[src/rtl/cla_pkg.sv]
// Shared types and sizes for the cacheline <-> bmem burst adapter.
// A 256-bit line moves as four 64-bit beats, beat 0 in the low bits.
package cla_pkg;
    localparam int ADDR_W     = 32;
    localparam int LINE_W     = 256;
    localparam int BEAT_W     = 64;
    localparam int BEATS      = LINE_W / BEAT_W;
    localparam int BEAT_IDX_W = $clog2(BEATS);

    typedef enum logic [1:0] {
        IDLE,
        RD_WAIT,
        WR_BEATS,
        RESP
    } cla_state_t;
endpackage

[src/rtl/cacheline_adapter.sv]
// Converts one cacheline read/write into a 4-beat bmem burst.
// One transaction in flight; read data returns with its line address.
module cacheline_adapter
    import cla_pkg::*;
(
    input  logic              clk,
    input  logic              rst,
    input  logic [ADDR_W-1:0] cla_addr,
    input  logic              cla_read,
    input  logic              cla_write,
    input  logic [LINE_W-1:0] cla_wdata,
    output logic [LINE_W-1:0] cla_rdata,
    output logic [ADDR_W-1:0] cla_raddr,
    output logic              cla_resp,
    output logic [ADDR_W-1:0] bmem_addr,
    output logic              bmem_read,
    output logic              bmem_write,
    output logic [BEAT_W-1:0] bmem_wdata,
    input  logic              bmem_ready,
    input  logic [ADDR_W-1:0] bmem_raddr,
    input  logic [BEAT_W-1:0] bmem_rdata,
    input  logic              bmem_rvalid
);

    localparam logic [BEAT_IDX_W-1:0] LAST = BEAT_IDX_W'(BEATS - 1);
    localparam logic [ADDR_W-1:0] ALIGN_MASK = ~ADDR_W'(LINE_W / 8 - 1);

    cla_state_t              state_q, state_d;
    logic [BEAT_IDX_W-1:0]   beat_cnt_q, beat_cnt_d;
    logic [ADDR_W-1:0]       addr_q, addr_d;
    logic [BEAT_W-1:0]       buf_q [BEATS];
    logic [BEAT_W-1:0]       buf_d [BEATS];
    logic [LINE_W-1:0]       rdata_q, rdata_d;
    logic [ADDR_W-1:0]       raddr_q, raddr_d;
    logic [ADDR_W-1:0]       line_addr;
    logic                    wr_start;

    assign line_addr = cla_addr & ALIGN_MASK;
    assign wr_start  = (state_q == IDLE) && cla_write && !cla_read;

    always_comb begin
        state_d    = state_q;
        beat_cnt_d = beat_cnt_q;
        addr_d     = addr_q;
        buf_d      = buf_q;
        rdata_d    = rdata_q;
        raddr_d    = raddr_q;
        unique case (state_q)
            IDLE: begin
                if (cla_read) begin
                    if (bmem_ready) begin
                        addr_d     = line_addr;
                        beat_cnt_d = '0;
                        state_d    = RD_WAIT;
                    end
                end else if (cla_write && bmem_ready) begin
                    addr_d = line_addr;
                    for (int i = 0; i < BEATS; i++)
                        buf_d[i] = cla_wdata[i*BEAT_W +: BEAT_W];
                    beat_cnt_d = BEAT_IDX_W'(1);
                    state_d    = WR_BEATS;
                end
            end
            RD_WAIT: begin
                if (bmem_rvalid) begin
                    buf_d[beat_cnt_q] = bmem_rdata;
                    beat_cnt_d = beat_cnt_q + BEAT_IDX_W'(1);
                    if (beat_cnt_q == LAST) begin
                        for (int i = 0; i < BEATS; i++)
                            rdata_d[i*BEAT_W +: BEAT_W] = buf_d[i];
                        raddr_d = bmem_raddr;
                        state_d = RESP;
                    end
                end
            end
            WR_BEATS: begin
                beat_cnt_d = beat_cnt_q + BEAT_IDX_W'(1);
                if (beat_cnt_q == LAST) state_d = RESP;
            end
            RESP: state_d = IDLE;
            default: state_d = IDLE;
        endcase
    end

    always_ff @(posedge clk or posedge rst) begin
        if (rst) begin
            state_q    <= IDLE;
            beat_cnt_q <= '0;
            addr_q     <= '0;
            rdata_q    <= '0;
            raddr_q    <= '0;
            for (int i = 0; i < BEATS; i++) buf_q[i] <= '0;
        end else begin
            state_q    <= state_d;
            beat_cnt_q <= beat_cnt_d;
            addr_q     <= addr_d;
            rdata_q    <= rdata_d;
            raddr_q    <= raddr_d;
            for (int i = 0; i < BEATS; i++) buf_q[i] <= buf_d[i];
        end
    end

    // bmem strobes are forced low while reset is held
    always_comb begin
        bmem_addr  = (state_q == IDLE) ? line_addr : addr_q;
        bmem_read  = !rst && (state_q == IDLE) && cla_read;
        bmem_write = !rst && (wr_start || (state_q == WR_BEATS));
        bmem_wdata = '0;
        if (!rst) begin
            if (state_q == WR_BEATS) bmem_wdata = buf_q[beat_cnt_q];
            else if (wr_start)       bmem_wdata = cla_wdata[BEAT_W-1:0];
        end
    end

    assign cla_resp  = (state_q == RESP);
    assign cla_rdata = rdata_q;
    assign cla_raddr = raddr_q;

    a_no_rd_wr: assert property (@(posedge clk) disable iff (rst)
        !(cla_read && cla_write));

    a_burst_len: assert property (@(posedge clk) disable iff (rst)
        (state_q == RD_WAIT && bmem_rvalid && beat_cnt_q == LAST)
        |=> (state_q == RESP));

endmodule
[config.mk]
export PLATFORM = sky130hd
export DESIGN_NAME = cacheline_adapter
export DESIGN_NICKNAME = d
export VERILOG_FILES = /design/src/rtl/cla_pkg.sv /design/src/rtl/cacheline_adapter.sv
export SDC_FILE = /design/constraint.sdc
export NUM_CORES = 2
export LEC_CHECK = 0
export CAP_MARGIN = 20
export CELL_PAD_IN_SITES_DETAIL_PLACEMENT = 1
export CELL_PAD_IN_SITES_GLOBAL_PLACEMENT = 2
export CORE_MARGIN = 2
export CORE_UTILIZATION = 27
export CTS_BUF_LIST = sky130_fd_sc_hd__clkbuf_8
export DETAILED_ROUTE_END_ITERATION = 7
export PLACE_DENSITY_LB_ADDON = 0.08
export SKIP_LAST_GASP = 1
export SLEW_MARGIN = 20
export SYNTH_ARGS = -nofsm -noshare
export SYNTH_HDL_FRONTEND = slang
export SYNTH_SLANG_ARGS = --single-unit
[constraint.sdc]
create_clock -name clk -period 18.6 [get_ports clk]
set_input_delay 1.86 -clock clk [delete_from_list [all_inputs] [get_ports clk]]
set_output_delay 1.86 -clock clk [all_outputs]
set_load 0.01 [all_outputs]
==> flow_summary.ini <==
[global_route]
grt_pass1_vias = 27800
grt_max_degree = 201
gr-usage-all-layers = 0.241
grt_antenna_before_repair = 39
grt.overflow.total = 0
grt_pass1_wl_um = 193000

[critical_path]
critPathMaxStageDelay_ns = 0.87
crit_slowest_cell = buf_4
arrival_ns = 5.09
cp.required_ns = 16.74
worstReg2RegStart = beat_cnt_q[1]
crit_type = register to output port
path_buf_inv = 3
critPathTopFamily = buffers and inverters
start_kind = register
critPathMaxFanout = 58
rr_endpoint = buf_q[127]
worstPathCellList = buf_4 -> buf_4 -> mux2_2 -> a221oi_1 -> nor2_1 -> clkdlybuf4s50_1
worstSetupEndpointType = output port
crit_path_frequent_cell = buf_4
rrSetupSlack_ns = 13.94
worstRegToRegCells = 6

[detailed_routing]
ant_nets = 0
num_vias = 25200
wl_um = 133000
drt_first_iter_violations = 1126
wl_per_cell_um = 26.1
drtPass1Iterations = 5
route.detailed.drc = 0
avgViaCountPerCell = 4.95

[power]
power_w = 0.00694
powerDensity_mw_per_mm2 = 174
p_leak_nw = 16.1
peakVddDrop_mv = 0.147

[cts]
postCtsSetupRepairBufs = 0
clock_latency_ns = 0.78
numCtsBuffers = 115
clk_path_buf_depth = 3
postCtsHoldBufs = 0
cts_sinks = 575
cts_resized = 0
cts_tree = built
root_buffer = clkbuf_8
cts.htree.levels = 3
clk_pin_slew_ns = 0.06

[layout]
fillers = 11800
final_common_cell = clkdlybuf4s50_1
drive_above_1_share = 0.143
syn2layout_area_growth_pct = 39.8
final_cell_mix = 766 x clkdlybuf4s50_1, 574 x dfrtp_1, 377 x nor2_1
fin_area_mm2 = 0.0399
nets = 3987

[synth]
ys_seq_area_frac = 0.504
synth_edf_count = 0
ys_types = 35
synthArstFlopShare = 1.00
synthFlopType = dfrtp_1
syn_area_mm2 = 0.0285
syn_inst = 2895
postSynthAreaPerCell_um2 = 9.85
ys.warnings.count = 0
synth_seq_cells = 575

[sta]
maxSlewHeadroom = 0.268
rsz0062_at_grt = false
worst_clock_skew_ns = 0.0313
fin_ws_ns = 11.65
fin_crit_ns = 6.95
tightestPinTransition_ns = 1.10
tns_ns = 0
maxSlewViolCount = 0
finalSetupViolCount = 0
max_freq_mhz = 144
fin_crit_sh = 0.374
hold_viol_final = 0
holdWs_ns = 0.478

[die]
start_util = 0.272
core_mm2 = 0.105
dieArea_mm2 = 0.108
num_io_pins = 777
core.rowCount = 119
chipHeight_um = 329
die_w_um = 329

[worst_hold_path]
hp-class = register to register
hold_start = cla_rdata[128]
holdPathEnd = cla_rdata[128]
whs_path_depth = 2

[place]
dp_slack_ns = 11.72
post-dp-hpwl_um = 86900
gp_congestion = 0.808
placed_area_mm2 = 0.0372
port_buffers = 766

[run]
maxCapViolCount = 0

[run_status]
outcome = complete, no violations
-- worst max-delay path by stage --
stage	start	endpoint	slack, ns	cells past startpoint
floorplan	rst	addr_q[10]	0.64	1
global placement	rst	bmem_wdata[27]	11.89	5
detailed placement	rst	bmem_wdata[26]	11.72	5
CTS	beat_cnt_q[1]	bmem_wdata[62]	11.62	6
global route	beat_cnt_q[1]	bmem_wdata[20]	11.51	6
finish	beat_cnt_q[1]	bmem_wdata[20]	11.65	6
-- synthesized netlist by cell type, types with 2 or more instances --
master / number / area, um2
dfrtp_1: 575 / 14400
nor2_1: 377 / 1420
nand2_1: 353 / 1330
o21ai_0: 340 / 1700
mux2_2: 277 / 3120
a21oi_1: 199 / 996
mux2i_1: 192 / 1920
nor2b_1: 128 / 801
o22ai_1: 108 / 676
buf_2: 93 / 465
clkbuf_1: 91 / 342
a221oi_1: 64 / 561
buf_4: 24 / 180
buf_1: 17 / 63.8
buf_6: 12 / 135
inv_1: 11 / 41.3
ha_1: 9 / 113
a22oi_4: 4 / 85.1
o221a_2: 3 / 33.8
o22a_1: 2 / 17.5
o31ai_1: 2 / 15.0
-- power breakdown --
group | total (W) | switching, W | internal [W] | leakage (nW)
registers | 0.00216 | 0.000357 | 0.00181 | 6.81
logic | 0.00335 | 0.00184 | 0.00151 | 7.83
clock network | 0.00143 | 0.000611 | 0.000816 | 1.43
-- stage by stage --
| step | std cells | util |
|---|---|---|
| detailed placement | 4861 | 0.355 |
| floorplan | 2899 | - |
| finish | 5096 | 0.380 |
| CTS | 5071 | 0.379 |
| global placement | 4861 | 0.355 |
| global route | 5096 | 0.380 |
-- layout make-up --
class                   instances  area [um2]  area share
clock buffers                 168        2310      0.0580
repair buffers                809        8020       0.201
diodes                         24        60.1     0.00151
flip-flops and latches        575       14400       0.361
well taps                    1391        1740      0.0436
inverters                      11        48.8     0.00122
multi-input cells            2076       13100       0.328
clock inverters                42         228     0.00571
-- cells by family (layout without fill, tap and decap cells) --
kind of cell    after synthesis  count (layout)  share of synthesized area
compound gates              728             728                      0.145
fa+ha+maj                     9               9                    0.00395
other cells                   1              29                   0.000131
flops                       575             575                      0.504
mux                         469             469                      0.177
simple gates                865             865                      0.126
buf+inv                     248            1030                     0.0430
-- worst min-delay path, delay by kind of cell, from the launching register on --
family / cells / cell delay [ns]
AO/OA/AOI/OAI: 1 / 0.06
flip-flops: 1 / 0.34
AND/OR/NAND/NOR: 1 / 0.05
-- flip-flops by register name, summed over array words and instances (netlist names) --
signal and flops:
addr_q 27, beat_cnt_q 2, buf_q 256, cla_raddr 32
cla_rdata 256, state_q 2
-- per-layer routing --
metal	routed length [um]	vias to the layer above	global-route usage
met2	67000	682	0.420
met1	53600	12800	0.285
met3	8180	196	0.0595
li1	-	11500	-
met4	3800	28	0.0884
met5	173	-	0
Note: power is estimated with default switching activity, not from simulation.
